===== config.mk =====
export PLATFORM = sky130hd
export DESIGN_NAME = modexp_ctrl
export DESIGN_NICKNAME = d
export VERILOG_FILES = /design/src/rtl/modexp_ctrl.sv
export SDC_FILE = /design/constraint.sdc
export NUM_CORES = 1
export LEC_CHECK = 0
export ABC_AREA = 1
export BUFFER_PORTS_ARGS = -buffer_cell sky130_fd_sc_hd__buf_2
export CAP_MARGIN = 40
export CORE_MARGIN = 2
export CORE_UTILIZATION = 45
export DETAILED_ROUTE_END_ITERATION = 10
export PLACE_DENSITY = 0.69
export SLEW_MARGIN = 20
export SYNTH_ARGS = -nofsm -noshare
export SYNTH_HDL_FRONTEND = slang
export SYNTH_SLANG_ARGS = --single-unit

===== constraint.sdc =====
create_clock -name clk -period 11.8 [get_ports clk]
set_input_delay 0.59 -clock clk [delete_from_list [all_inputs] [get_ports clk]]
set_output_delay 0.59 -clock clk [all_outputs]
set_load 0.05 [all_outputs]

===== src/rtl/modexp_ctrl.sv =====
// Right-to-left square-and-multiply sequencer for base^exp mod n.
// Every reduction is offloaded to a shared reducer over a four-phase req/done handshake.
module modexp_ctrl #(
    parameter int EXP_W = 32,
    parameter int MOD_W = 16
) (
    input  logic             clk,
    input  logic             reset,
    input  logic             start,
    input  logic [31:0]      base,
    input  logic [EXP_W-1:0] exp,
    input  logic [MOD_W-1:0] n,
    output logic             busy,
    output logic             done,
    output logic             err,
    output logic [MOD_W-1:0] result,
    output logic             mod_req,
    output logic [31:0]      mod_num,
    output logic [31:0]      mod_den,
    input  logic             mod_done,
    input  logic [31:0]      mod_result
);

    localparam logic [2:0] IDLE     = 3'd0;
    localparam logic [2:0] RED_B    = 3'd1;
    localparam logic [2:0] CHECK    = 3'd2;
    localparam logic [2:0] MUL      = 3'd3;
    localparam logic [2:0] SQR      = 3'd4;
    localparam logic [2:0] WAIT_LOW = 3'd5;
    localparam logic [2:0] FIN      = 3'd6;

    localparam logic [MOD_W-1:0] MOD_ONE  = {{(MOD_W-1){1'b0}}, 1'b1};
    localparam logic [MOD_W-1:0] MOD_ZERO = '0;

    logic [2:0]       state_reg;
    logic [2:0]       pend_reg;
    logic [MOD_W-1:0] b_reg;
    logic [MOD_W-1:0] r_reg;
    logic [EXP_W-1:0] e_reg;
    logic [MOD_W-1:0] result_reg;
    logic             err_reg;
    logic             mod_req_reg;
    logic [31:0]      mod_num_reg;
    logic [31:0]      mod_den_reg;

    logic [31:0]      sq_prod;
    logic [31:0]      mul_prod;
    logic [MOD_W-1:0] captured;
    logic             unused_bits;

    // Full-width products: operands are < n < 2^MOD_W, so nothing is lost.
    assign sq_prod     = 32'(b_reg) * 32'(b_reg);
    assign mul_prod    = 32'(r_reg) * 32'(b_reg);
    assign captured    = mod_result[MOD_W-1:0];
    assign unused_bits = ^mod_result[31:MOD_W];

    assign busy    = (state_reg != IDLE) && (state_reg != FIN);
    assign done    = (state_reg == FIN);
    assign err     = err_reg;
    assign result  = result_reg;
    assign mod_req = mod_req_reg;
    assign mod_num = mod_num_reg;
    assign mod_den = mod_den_reg;

    always_ff @(posedge clk or posedge reset) begin
        if (reset) begin
            state_reg   <= IDLE;
            pend_reg    <= IDLE;
            b_reg       <= '0;
            r_reg       <= '0;
            e_reg       <= '0;
            result_reg  <= '0;
            err_reg     <= 1'b0;
            mod_req_reg <= 1'b0;
            mod_num_reg <= '0;
            mod_den_reg <= '0;
        end else begin
            case (state_reg)
                IDLE: begin
                    if (start) begin
                        mod_den_reg <= 32'(n);
                        if (n == MOD_ZERO) begin
                            err_reg    <= 1'b1;
                            result_reg <= '0;
                            state_reg  <= FIN;
                        end else begin
                            err_reg     <= 1'b0;
                            e_reg       <= exp;
                            r_reg       <= (n == MOD_ONE) ? MOD_ZERO : MOD_ONE;
                            mod_num_reg <= base;
                            mod_req_reg <= 1'b1;
                            state_reg   <= RED_B;
                        end
                    end
                end
                RED_B: begin
                    if (mod_done) begin
                        b_reg       <= captured;
                        mod_req_reg <= 1'b0;
                        pend_reg    <= CHECK;
                        state_reg   <= WAIT_LOW;
                    end
                end
                CHECK: begin
                    if (e_reg == '0) begin
                        result_reg <= r_reg;
                        state_reg  <= FIN;
                    end else if (e_reg[0]) begin
                        mod_num_reg <= mul_prod;
                        mod_req_reg <= 1'b1;
                        state_reg   <= MUL;
                    end else begin
                        mod_num_reg <= sq_prod;
                        mod_req_reg <= 1'b1;
                        state_reg   <= SQR;
                    end
                end
                MUL: begin
                    if (mod_done) begin
                        r_reg       <= captured;
                        mod_req_reg <= 1'b0;
                        state_reg   <= WAIT_LOW;
                        // Last exponent bit consumed: skip the useless final squaring.
                        if ((e_reg >> 1) == '0) begin
                            e_reg    <= '0;
                            pend_reg <= CHECK;
                        end else begin
                            pend_reg <= SQR;
                        end
                    end
                end
                SQR: begin
                    if (mod_done) begin
                        b_reg       <= captured;
                        e_reg       <= e_reg >> 1;
                        mod_req_reg <= 1'b0;
                        pend_reg    <= CHECK;
                        state_reg   <= WAIT_LOW;
                    end
                end
                WAIT_LOW: begin
                    if (!mod_done) begin
                        state_reg <= pend_reg;
                        if (pend_reg == SQR) begin
                            mod_num_reg <= sq_prod;
                            mod_req_reg <= 1'b1;
                        end
                    end
                end
                FIN: begin
                    state_reg <= IDLE;
                end
                default: begin
                    state_reg <= IDLE;
                end
            endcase
        end
    end

endmodule


# --- Word-level counts from Yosys, hierarchy flattened ---
# Index checks and enable logic that the tools add are counted.
word_totals:
  n_memories: 0
  mem_bits_rw: 0
  input_bits: 116
  out_inout_bits: 84
  elab_cells: 97
  romBits: 0
  regBits: 136
  latch_bits: 0
op_classes:
  magnitude_cmp: 0
  n_eq_ne: 21
  mux: 41
  n_addsub: 0
  div: 0
  reduce_logical: 23
  mul: 2
  n_bitwise: 0
  shifts: 0
op_table:
  columns: ["op", "n"]
  rows:
  - ["$mux 32", 11]
  - ["$pmux 32 s3", 2]
  - ["$mux 16", 6]
  - ["$logic_not 32->1", 2]
  - ["$mul 16x16->32", 2]
  - ["$pmux 16 s2", 2]
  - ["$mux 3", 9]
  - ["$ne 2x2->1 const B", 10]
  - ["$eq 16x1->1 const B", 1]
  - ["$logic_not 16->1", 1]
  - ["$eq 3x3->1 const B", 4]
  - ["$pmux 3 s4", 1]
  - ["$reduce_and 6->1", 2]
  - ["$reduce_bool 3->1", 3]
  - ["$mux 1", 8]
  - ["$reduce_and 4->1", 2]
  - ["$reduce_and 7->1", 1]
  - ["$eq 3x2->1 const B", 2]
  - ["$pmux 3 s2", 1]
  - ["$reduce_and 3->1", 2]
  - ["$reduce_bool 2->1", 3]
  - ["$ne 2x1->1 const B", 2]
  - ["$pmux 1 s4", 1]
  - ["$reduce_and 2->1", 2]
  - ["other kinds (7)", 7]

# --- Depth between registers and ports, before layout ---
# Gate-level depths: netlist of the first run.
logic_depth:
  word_depth: 5
  ltp_mapped: 30
  mapped_depth_nobuf: 28

# --- Worst setup path after synthesis of the first run ---
# Ideal clock, no wire load.
synth_timing:
  kind: "register to register"
  startpoint: "reg b_reg[3]"
  endpoint: "reg mod_num_reg[13], in the netlist mod_num[13]"
  slack_ns: 6.310
  synth_period_minus_slack_ns: 5.490
  arrival_time_ns: 5.373
  path_stages_with_launch: 28
  n_path_buf: 2
  required_time_ns: 11.682
  cell_sequence: "dfrtp_1 -> clkbuf_1 -> clkbuf_1 -> nand2_1 -> inv_1 -> fa_1 -> inv_1 -> fa_1 -> inv_1 -> fa_1 -> inv_1 -> fa_1 -> inv_1 -> fa_1 -> inv_1 -> fa_1 -> inv_1 -> ha_1 -> nand2_1 -> inv_1 -> nand2_1 -> nand2_1 -> nand3b_1 -> or2_2 -> nand3_1 -> nand4_1 -> nand2_1 -> nand2_1"
synth_between:
  elab_chain_cells: 4
  elab_cells_between_ends: 7
  classes_between: "mul (2); mux (5)"
synth_lines:
  columns: ["item", "line_no", "source"]
  rows:
  - ["from (decl)", "37", "logic [MOD_W-1:0] b_reg;"]
  - ["from (signal assigned)", "98", "b_reg <= captured;"]
  - ["from (signal assigned)", "134", "b_reg <= captured;"]
  - ["$mul 16x16->32, on equally long branches", "52, 53", null]
  - ["$mux 32, on equally long branches", "144, 108", null]
  - ["$mux 32, on equally long branches", "142, 105", null]
  - ["$pmux 32 s3 *", "78", "case (state_reg)"]
  - ["to (signal assigned)", "90", "mod_num_reg <= base;"]
  - ["to (signal assigned)", "109", "mod_num_reg <= mul_prod;"]
  - ["to (signal assigned)", "145", "mod_num_reg <= sq_prod;"]
  - ["to (decl)", "43", "logic [31:0] mod_num_reg;"]
# Every way passes the cells marked *; elsewhere a longest branch is shown, timed or not. The select of a mux whose other input is x is not followed.
# A chain may end at the register's enable or synchronous reset.

# --- Worst setup path after layout of the first run ---
layout_timing:
  startpoint: "reg b_reg[1]"
  endpoint: "reg mod_num_reg[14], in the netlist mod_num[14]"
# Same word-level chain as after synthesis.

==> flow_results.org, run 1 <==
** Status
- Outcome :: finished, final reports clean

** Cells and area
- In the final layout, the share of cells above drive strength 1 is 0.0768.
- The repair_antennas step left the layout with diodes totalling 0.
- Compared with the post-synthesis result, the final layout area differs by 9.14%.
- After the last flow step, the layout net total stands at 4,193.
- Summing all non-filler instances in the final layout gives an area of 26,500 um2.

** Synthesis
- Number of synthesized flops with an enable pin :: 0
- Synthesis inferred 135 register bits.
- Most used flip-flop cell after synthesis :: sky130_fd_sc_hd__dfrtp_1
- Synth warn :: 0
- Yosys mapped the design onto 47 distinct sky130hd cell types.
- For this run, the register share of the synthesized area comes to 0.139.
- By area the synthesized netlist is led by sky130_fd_sc_hd__fa_1 (29%), sky130_fd_sc_hd__nand2_1 (15%), sky130_fd_sc_hd__inv_1 (14%).
- In the synthesized netlist the async set-or-reset flop fraction comes to 1.00.
- In this run the cell area of the synthesized design comes to 24,300 um2.
- Averaged over all synthesized cells, the footprint is 7.10 um2.
- The largest total area in the synthesized netlist belongs to sky130_fd_sc_hd__fa_1.
- Most common library cells after synthesis :: sky130_fd_sc_hd__nand2_1 (974), sky130_fd_sc_hd__inv_1 (937), sky130_fd_sc_hd__fa_1 (356), sky130_fd_sc_hd__ha_1 (206), sky130_fd_sc_hd__nor2_1 (203)
- Of the post-synthesis cell area, the dominant cell type holds 0.293.
- Among all cell types in the netlist, the one instantiated most often is sky130_fd_sc_hd__nand2_1.
- Synthesis handed over a netlist of 3,423 instances.

** Timing
- Time the final worst path needs with I/O delays and setup :: 6.38 ns
- RSZ-0062 raised after global routing :: no
- Number of max-slew violations in the final report :: 0
- Derived from the worst setup path, the maximum achievable clock frequency is 157 MHz.
- Tightest hold margin :: 0.213 ns
- Final total negative setup slack :: 0 ns
- Setup violations remaining at the end of the flow were counted as 0.
- Count of endpoints failing hold in the final timing report :: 0
- Period utilisation layout :: 0.541
- At the pin with the least slew margin, the transition time is 0.891 ns.
- Relative slew slack :: 0.404
- Between clock sinks in the finished design, the worst skew comes to 0.0271 ns.

** GRT
- Antenna violations before repair :: 1
- In this run the most used layer during global routing was met2.
- Global routing finished with a remaining overflow of 0.
- Across every metal layer, demand over resource in global routing totals 0.242.
- Entering global routing, the biggest net connects 72 pins.
- For this run, global-route usage on met1 was measured as 0.330.
- GR Layer Usage met2 :: 0.395
- Global-route wire length before repair :: 108,000 um
- Met3 demand-to-capacity share in global routing :: 0.0411
- The number of global-route vias before repair came to 20.9k.

** Clocking
- The later pin in the worst-skew pair is clocked with a latency of 0.48 ns.
- TritonCTS built the clock tree.
- Number of instances resized during post-cts repair :: 0
- Clk slew on worst S/H paths :: 0.08 ns
- Counting the buffers created by CTS gives 17.
- H-tree depth reported by CTS :: 4
- The number of hold buffers added after CTS was 0.
- The tree is rooted in a sky130_fd_sc_hd__clkbuf_16.
- No sink is reached through more buffers than the 2 on the longest clock path.
- Num Clock Sinks :: 135
- Setup repair bufs after CTS :: 0

** Placement
- Final weighted congestion in routability-driven placement :: 0.969
- Once detailed placement completed, the half-perimeter wirelength came to 51,300 um.
- Summing all placed instances gives a cell area of 25,800 um2.
- Count of port buffers added during placement :: 167

** Drt
- In the final routed layout, each cell accounts on average for 15.6 um.
- After detailed routing, the number of vias per cell comes to 4.95.
- For this block, the initial DRC count from the detailed router was 1,485.
- Via Count :: 20.9k
- The first TritonRoute pass finished after 6 iterations.
- # DRC :: 0
- The final layout contains routed wiring with a total length of 65,800 um.
- Once detail routing completed, the nets flagged for antenna violations numbered 0.

** Critical path
- At the worst endpoint, the arrival time is 6.78 ns.
- Critical path start-end classification :: flop to flop
- Critical path data required time :: 12.20 ns
- Sort of element at the end of the critical path :: flop
- In this run the worst path has a maximum fanout of 34.
- Startpoint type of the worst setup path :: flop

** Job
- Max-cap violations in this run came to 0.

** Floorplanning
- Measured along the x axis, the die boundary spans 236 um.
- The die covers 55,900 um2.
- Top Ports :: 200
- Initial core utilization :: 0.453
- In this run the core area contains 85 standard-cell rows.
- Measured along the y axis, the die boundary spans 236 um.
- The core region is 53,600 um2.

** Min path
- The worst hold path belongs to the class input port to async pin.
==> stage by stage <==
stage | cells | utilization | setup WS [ns]
6_report | 4223 | 0.495 | 5.42
3_3_place_gp | 4176 | 0.478 | 5.40
5_1_grt | 4223 | 0.495 | 5.24
4_1_cts | 4213 | 0.491 | 5.34
3_5_place_dp | 4182 | 0.481 | 5.39
2_1_floorplan | 3438 | - | 6.31
==> worst max-delay path, cell delays in order, from the launching register on <==
cell,delay [ns]
sky130_fd_sc_hd__dfrtp_1,0.32
sky130_fd_sc_hd__buf_4,0.43
sky130_fd_sc_hd__nand2_1,0.15
sky130_fd_sc_hd__fa_1,0.52
sky130_fd_sc_hd__fa_1,0.59
sky130_fd_sc_hd__fa_1,0.46
sky130_fd_sc_hd__fa_1,0.56
sky130_fd_sc_hd__inv_1,0.05
sky130_fd_sc_hd__fa_1,0.48
sky130_fd_sc_hd__inv_1,0.05
sky130_fd_sc_hd__fa_1,0.48
sky130_fd_sc_hd__inv_1,0.05
sky130_fd_sc_hd__ha_1,0.36
sky130_fd_sc_hd__nand2_1,0.14
sky130_fd_sc_hd__nor2_1,0.22
sky130_fd_sc_hd__nand3_1,0.12
sky130_fd_sc_hd__nand3b_1,0.22
sky130_fd_sc_hd__nor2_1,0.06
sky130_fd_sc_hd__o21ai_0,0.56
sky130_fd_sc_hd__nand3_1,0.27
sky130_fd_sc_hd__a21oi_1,0.21
==> layer usage <==
layer / share of wire / vias up
li1: - / 10103
met5: 0.00024 / -
met1: 0.44 / 9996
met3: 0.078 / 97
met2: 0.45 / 726
met4: 0.027 / 2
==> cell families after synthesis <==
| kind of cell | Yosys count | share of synthesized area |
|---|---|---|
| buffers and inverters | 1093 | 0.173 |
| xor gates and xnor gates | 26 | 0.00937 |
| muxes | 1 | 0.000412 |
| adders and majority gates | 562 | 0.399 |
| DFF | 135 | 0.139 |
| other | 1 | 0.000154 |
| AOI/OAI and AO/OA | 236 | 0.0532 |
| and+or+nand+nor | 1369 | 0.226 |
==> cells in the final DEF, fill, tap and decap left out, types with 3 or more instances in the layout <==
| cell | instances |
|---|---|
| sky130_fd_sc_hd__ha_1 | 206 |
| sky130_fd_sc_hd__o21bai_1 | 11 |
| sky130_fd_sc_hd__nand4_1 | 26 |
| sky130_fd_sc_hd__buf_4 | 27 |
| sky130_fd_sc_hd__buf_2 | 167 |
| sky130_fd_sc_hd__o311ai_0 | 3 |
| sky130_fd_sc_hd__xor2_1 | 12 |
| sky130_fd_sc_hd__nor2_1 | 201 |
| sky130_fd_sc_hd__or2_2 | 8 |
| sky130_fd_sc_hd__clkbuf_16 | 17 |
| sky130_fd_sc_hd__nor2_2 | 4 |
| sky130_fd_sc_hd__o22ai_1 | 15 |
| sky130_fd_sc_hd__o21ai_0 | 96 |
| sky130_fd_sc_hd__a21oi_1 | 90 |
| sky130_fd_sc_hd__inv_6 | 8 |
| sky130_fd_sc_hd__inv_1 | 936 |
| sky130_fd_sc_hd__buf_8 | 6 |
| sky130_fd_sc_hd__nor4_1 | 6 |
| sky130_fd_sc_hd__a31oi_1 | 6 |
| sky130_fd_sc_hd__nand2_1 | 974 |
| sky130_fd_sc_hd__fa_1 | 356 |
| sky130_fd_sc_hd__dfrtp_2 | 7 |
| sky130_fd_sc_hd__nand3_1 | 123 |
| sky130_fd_sc_hd__xnor2_1 | 14 |
| sky130_fd_sc_hd__nand3b_1 | 10 |
| sky130_fd_sc_hd__buf_16 | 7 |
| sky130_fd_sc_hd__inv_2 | 3 |
| sky130_fd_sc_hd__nor3_1 | 7 |
| sky130_fd_sc_hd__conb_1 | 16 |
| sky130_fd_sc_hd__and2_1 | 3 |
| sky130_fd_sc_hd__dfrtp_1 | 128 |
==> cell type report <==
type                            count  area, um2
Tap cell                          696        871
Inverter                          942       3550
Timing Repair Buffer              209       1350
Clock inverter                     13        134
Sequential cell                   135       3390
Multi-Input combinational cell   2210      16800
Clock buffer                       18        439
Fill cell                        5376      27100
==> path summary, 6_finish.rpt <==
| path | from | end | slack [ns] | cells past startpoint |
|---|---|---|---|---|
| worst max-delay path | b_reg[1] | mod_num[14] | 5.42 | 20 |
| worst min-delay path | reset | mod_num[5] | 0.21 | 2 |
| worst max register to register | b_reg[1] | mod_num[14] | 5.42 | 20 |
| worst min register to register | mod_num[12] | mod_num[12] | 0.48 | 2 |
| max in group asynchronous | reset | b_reg[9] | 10.47 | 4 |
| min in group clk | n[11] | mod_den[11] | 0.34 | 3 |
Power of run 1 is left out: the tool's default activity adds up to more than one toggle a clock period on the data nets, which glitch-free logic cannot reach.
==> run 2: changes to the inputs <==
- PLACE_DENSITY: 0.69 -> 0.71
- clock period: 11.8 -> 5.35 ns (I/O delays scaled with it)
==> flow_results.org, run 2 (synthesis gave the netlist of run 1 again) <==
** Min path
- Endpoint of the worst hold path :: mod_num[11]
- Hold Path Depth :: 3
- Min-Delay Startpoint :: base[11]
- In this run the worst hold path is classified as input port to flop.

** GRT
- Total congestion overflow after global routing :: 0
- Vias in the first global route :: 22.1k
- Antenna violations before repair :: 1
- Global-route wire length before repair :: 115,000 um
- Entering global routing, the biggest net connects 65 pins.
- In the global route stage, overall resource usage came out at 0.263.

** Placement
- Final weighted congestion in routability-driven placement :: 0.958
- During placement, the flow inserted port buffers numbering 167.
- In this run, placement finished with an instance count of 4,413.
- Summed over all nets, the half-perimeter wirelength after detailed placement is 56,900 um.
- OpenSTA, run right after detailed placement, puts the worst setup slack at -0.456 ns.

** Timing
- RSZ-0062 raised after global routing :: yes
- Count of endpoints failing hold in the final timing report :: 0
- Time the final worst path needs with I/O delays and setup :: 5.59 ns
- Total of endpoints with negative setup slack in the final report :: 20
- Number of max-slew violations in the final report :: 0
- Worst slew pin tran :: 0.804 ns
- After layout, the worst setup slack is -0.239 ns.
- Tightest hold margin :: 0.0358 ns
- Derived from the worst setup path, the maximum achievable clock frequency is 179 MHz.
- Clock tree skew after final layout :: 0.0199 ns
- In the finished design, the share of the clock period the worst path needs comes to 1.04.
- Relative slew slack :: 0.464

** Critical path
- Critical path start-end classification :: flop to flop
- STA puts the critical path data arrival time at 5.97 ns.
- Critical path data required time :: 5.73 ns
- Startpoint type of the worst setup path :: flop
- The startpoint identified for the worst register-to-register timing path is b_reg[10].
- Flop-to-flop setup slack :: -0.24 ns
- STA classifies the critical path endpoint as a flop.
- In this run the worst path has a maximum fanout of 6.
- R2r worst-path depth :: 22
- In this run the critical register-to-register path is captured at mod_num[18].

** Cells and area
- In the final layout, the share of cells above drive strength 1 is 0.235.
- Nets :: 4,466
- Most used cells in the layout excluding fill and tap cells :: sky130_fd_sc_hd__inv_1 (890), sky130_fd_sc_hd__nand2_1 (856), sky130_fd_sc_hd__fa_1 (341)
- Area growth, synth to finish :: 25.7%
- Final Non-Filler Cells :: 4,498
- The library cell used most frequently in the layout, excluding fill and tap cells, is sky130_fd_sc_hd__inv_1.

** Drt
- Final WL :: 71,900 um
- Number of search-and-repair iterations in the first detailed-routing pass :: 5
- The count of nets left with antenna violations once routing finished came out at 0.
- Vias per inst :: 4.96
- The detailed router placed 22.3k vias in this run.
- Routed wire length per instance :: 16.0 um
- Drt first-iter violations :: 1,630
- # DRC :: 0

** Status
- Outcome :: finished with violations
- Violations in the final reports :: negative setup slack

** Floorplanning
- For this design the top-level I/O count stands at 200.
- Initial core utilization :: 0.453
- The die covers 55,900 um2.
- Die Width :: 236 um
- Placeable core area :: 53,600 um2
- The floorplan step set the die height to 236 um.
- Number of placement rows :: 85

** Clocking
- H-tree depth reported by CTS :: 4
- After clock tree synthesis, the clock-pin slew on the worst setup and hold paths is 0.08 ns.
- Cell at the root of the clock tree :: sky130_fd_sc_hd__clkbuf_16
- Insertion delay of the later-clocked pin in the worst-skew pair :: 0.49 ns
- Num Clock Sinks :: 135
- The number of clock buffers added by TritonCTS is 17.
- TritonCTS built the clock tree.
- Max Root-Sink Buffers :: 2

** Job
- The tool flagged a number of max-cap violations equal to 0.
==> run 2: what timing repair did <==
action	CTS	global route
endpoints found under the hold margin	31	0
endpoints found under the setup margin	22	23
hold buffers	5	0
pin swaps	98	92
gates cloned	2	2
setup buffers	19	21
gates resized for setup	272	193
==> run 2: metrics by stage <==
| stage | utilization | instance area, um2 | setup TNS, ns |
|---|---|---|---|
| global route | 0.570 | 30500 | -7.76 |
| CTS | 0.552 | 29600 | -2.51 |
| detailed placement | 0.516 | 27700 | -8.36 |
| finish | 0.570 | 30500 | -3.42 |
| global placement | 0.515 | 27600 | -7.84 |
| floorplan | - | 24400 | -0.00521 |
==> run 2: how the worst max path moves through the flow <==
stage	startpoint	to	slack (ns)
after floorplan	b_reg[3]	mod_num[13]	-0.005
after global placement	b_reg[1]	mod_num[25]	-0.44
after detailed placement	b_reg[1]	mod_num[26]	-0.46
after CTS	b_reg[4]	mod_num[26]	-0.18
after global routing	b_reg[8]	mod_num[20]	-0.44
final	b_reg[10]	mod_num[18]	-0.24
==> run 2: worst max-delay path, stage by stage (launching register included) <==
cell	delay [ns]
sky130_fd_sc_hd__dfrtp_2	0.41
sky130_fd_sc_hd__buf_12	0.15
sky130_fd_sc_hd__buf_12	0.13
sky130_fd_sc_hd__nand2_4	0.06
sky130_fd_sc_hd__fa_1	0.54
sky130_fd_sc_hd__inv_1	0.05
sky130_fd_sc_hd__fa_1	0.48
sky130_fd_sc_hd__fa_1	0.58
sky130_fd_sc_hd__fa_1	0.45
sky130_fd_sc_hd__fa_1	0.56
sky130_fd_sc_hd__inv_2	0.05
sky130_fd_sc_hd__fa_2	0.59
sky130_fd_sc_hd__inv_2	0.07
sky130_fd_sc_hd__ha_4	0.28
sky130_fd_sc_hd__a21oi_2	0.16
sky130_fd_sc_hd__buf_6	0.13
sky130_fd_sc_hd__nand2_2	0.07
sky130_fd_sc_hd__a21oi_2	0.12
sky130_fd_sc_hd__nand2_2	0.08
sky130_fd_sc_hd__xnor2_1	0.15
sky130_fd_sc_hd__nand2_1	0.17
sky130_fd_sc_hd__nand3_1	0.15
sky130_fd_sc_hd__a21oi_1	0.07
==> run 2: area by class of cell <==
class                           instances  area (um2)
Sequential cell                       135        3400
Clock buffer                           18         439
Tap cell                              696         871
Multi-Input combinational cell       2210       18400
Inverter                              942        3550
Fill cell                            4880       23100
Antenna cell                            1        2.50
Timing Repair Buffer                  482        3730
Clock inverter                         14         176
==> run 2: per-layer routing <==
| metal | GRT usage | wire length (um) | up-vias |
|---|---|---|---|
| li1 | - | - | 10644 |
| met1 | 0.360 | 31100 | 10753 |
| met2 | 0.414 | 33100 | 795 |
| met3 | 0.0489 | 5170 | 127 |
| met4 | 0.0986 | 2580 | 0 |
| met5 | 0 | 0 | - |
Power of run 2 is left out for the same reason.
==> run 3: changes to the inputs <==
- PLACE_DENSITY: 0.71 -> 0.69
- clock period: 5.35 -> 6.2 ns (I/O delays scaled with it)
==> flow_results.org, run 3 (synthesis gave the netlist of run 1 again) <==
** Clocking
- Num Clock Sinks :: 135
- Max Root-Sink Buffers :: 2
- Counting the buffers created by CTS gives 17.
- Insertion delay of the later-clocked pin in the worst-skew pair :: 0.50 ns
- Clock tree synthesis selected as its root buffer the cell sky130_fd_sc_hd__clkbuf_16.
- TritonCTS built the clock tree.
- Clk slew on worst S/H paths :: 0.07 ns
- H-tree depth reported by CTS :: 4

** Drt
- Final WL :: 66,800 um
- Drt first-iter violations :: 1,502
- After detailed routing, the number of remaining DRC violations is 0.
- Vias per inst :: 4.92
- In the final routed layout, each cell accounts on average for 15.6 um.
- Number of nets with antenna violations after routing :: 0
- Via Count :: 21.1k
- Number of search-and-repair iterations in the first detailed-routing pass :: 7

** Floorplanning
- In this run the count of I/O pins placed on the die edge is 200.
- The initial utilization of the core area, before any placement, comes to 0.453.
- In this run the vertical extent of the chip is 236 um.
- Placeable core area :: 53,600 um2
- Die Width :: 236 um
- Number of placement rows :: 85
- Die area :: 55,900 um2

** GRT
- Antenna violations before repair :: 1
- The first global-routing pass estimated 110,000 um of wire.
- Largest net degree at the start of global routing :: 71
- Summed over all layers, the global routing overflow is 0.
- In the global route stage, overall resource usage came out at 0.250.
- The number of global-route vias before repair is 21.0k.

** Min path
- The worst hold path begins at n[10].
- The worst hold path terminates at mod_den[10].
- Hold Path Depth :: 3
- Kind of path behind the tightest hold check :: input port to flop

** Timing
- For the final routed database, the setup TNS stands at 0 ns.
- Period utilisation layout :: 0.957
- Setup repair after global routing left no endpoint under its margin.
- Setup violations remaining at the end of the flow were counted as 0.
- Count of endpoints failing hold in the final timing report :: 0
- At the pin with the least slew margin, the transition time is 0.821 ns.
- The final max-slew violation count was 0.
- For the final database, setup skew stands at 0.0203 ns.
- Time the final worst path needs with I/O delays and setup :: 5.93 ns
- Relative slew slack :: 0.451
- Highest Clock Rate :: 169 MHz

** Cells and area
- The sequential cells in the finished layout cover a total of 3390 um2.
- The number of antenna diodes in the final layout is 0.
- The finished cells cover 27,100 um2.
- Multi-input gate area :: 16,800 um2
- In the layout the commonest cells are sky130_fd_sc_hd__nand2_1 (973), sky130_fd_sc_hd__inv_1 (936), sky130_fd_sc_hd__fa_1 (356).
- Counting the fill cells in the layout gives 5,390.
- From synthesis to final layout, the design area changed by 11.4%.
- Most common library cell in the layout ignoring fill and taps :: sky130_fd_sc_hd__nand2_1
- Of the cells placed in the final design, the portion with a size suffix greater than 1 is 0.0960.
- The net count of the finished layout is 4,260.

** Status
- Outcome :: finished, final reports clean

** Placement
- At the end of routability-driven placement, the weighted congestion stood at 0.984.
- Buffers placed on the I/O ports in this run total 167.
- In this run the cell area measured after placement is 26,400 um2.
- DPL Wire Length :: 54,200 um

** Critical path
- STA classifies the critical path startpoint as a flop.
- The endpoint identified for the worst register-to-register timing path is mod_num[18].
- R2r worst-path depth :: 21
- Cell chain of the critical path :: nand2_1 > fa_1 > fa_1 > inv_1 > fa_1 > fa_1 > fa_1 > inv_1 > fa_1 > inv_1 > ha_1 > nand2_1 > inv_1 > buf_4 > and3_1 > nand2_1 > nand2_1 > xnor2_1 > nand2_1 > nand3_1 > a21oi_1
- Flop-to-flop setup slack :: 0.27 ns
- CP dominant cell by count :: sky130_fd_sc_hd__fa_1
- CP peak stage delay :: 0.69 ns
- The worst setup path is captured at a flop.
- Data arrives at the worst endpoint at 6.31 ns.
- Max stage delay cell, worst path :: sky130_fd_sc_hd__dfrtp_1
- The critical path is of the flop to flop type.
- Max Fanout on Critical Path :: 9
- Worst R2R Start :: r_reg[14]
- Critical path data required time :: 6.58 ns

** Job
- Max-capacitance violation count :: 0
[run 3: cell count changes in the layout (fill, tap and decap cells not counted), moves of 43 or more]
cell                      change
sky130_fd_sc_hd__nand3_1     +50
sky130_fd_sc_hd__nand2_1    +117
sky130_fd_sc_hd__buf_4      -162
sky130_fd_sc_hd__inv_2       -44
sky130_fd_sc_hd__inv_1       +46
sky130_fd_sc_hd__nand3_2     -43
sky130_fd_sc_hd__nand2_2     -94
[run 3: layout make-up]
cell class,count,share of cell area
Multi-Input combinational cell,2210,0.621
Sequential cell,135,0.125
Timing Repair Buffer,276,0.0682
Inverter,942,0.131
Tap cell,696,0.0322
Clock inverter,14,0.00675
Clock buffer,18,0.0162
[run 3: worst max-delay path, delay by kind of cell, from the launching register on]
family          cells  cell delay, ns
simple gates        7            0.99
fa+ha+maj           7            3.43
xor+xnor            1            0.26
flops               1            0.69
compound gates      1            0.08
buf+inv             5            0.38
[run 3: worst max-delay path by stage]
stage                     startpoint     endpoint  cells past startpoint
after detailed placement    b_reg[8]  mod_num[31]                     22
after global placement     b_reg[12]  mod_num[24]                     25
final                      r_reg[14]  mod_num[18]                     21
after global routing        b_reg[2]  mod_num[14]                     24
after floorplan             b_reg[3]  mod_num[13]                     27
after CTS                  b_reg[12]  mod_num[24]                     24
[run 3: metal layers]
metal | routed length [um] | GRT usage | vias to the layer above
met4 | 2240 | 0.0821 | 2
met2 | 29900 | 0.392 | 771
met3 | 5710 | 0.0602 | 108
li1 | - | - | 10233
met1 | 28900 | 0.341 | 10014
met5 | 16 | 0 | -
[run 3: stage by stage]
step	setup slack (ns)	std cells	util	hold WS, ns
6_report	0.269	4291	0.505	0.0356
5_1_grt	0.00424	4291	0.505	0.0553
2_1_floorplan	0.710	3438	-	0.427
4_1_cts	0.224	4288	0.504	0.00920
3_3_place_gp	0.219	4250	0.491	0.454
3_5_place_dp	0.259	4255	0.493	0.453
[run 3: what timing repair did]
action                                  CTS  global route
endpoints found under the setup margin    0            20
gates resized for setup                   0            14
hold endpoints to repair                 69             0
hold buffers                              1             0
buffers inserted                          0             2
Power of run 3 is left out for the same reason.
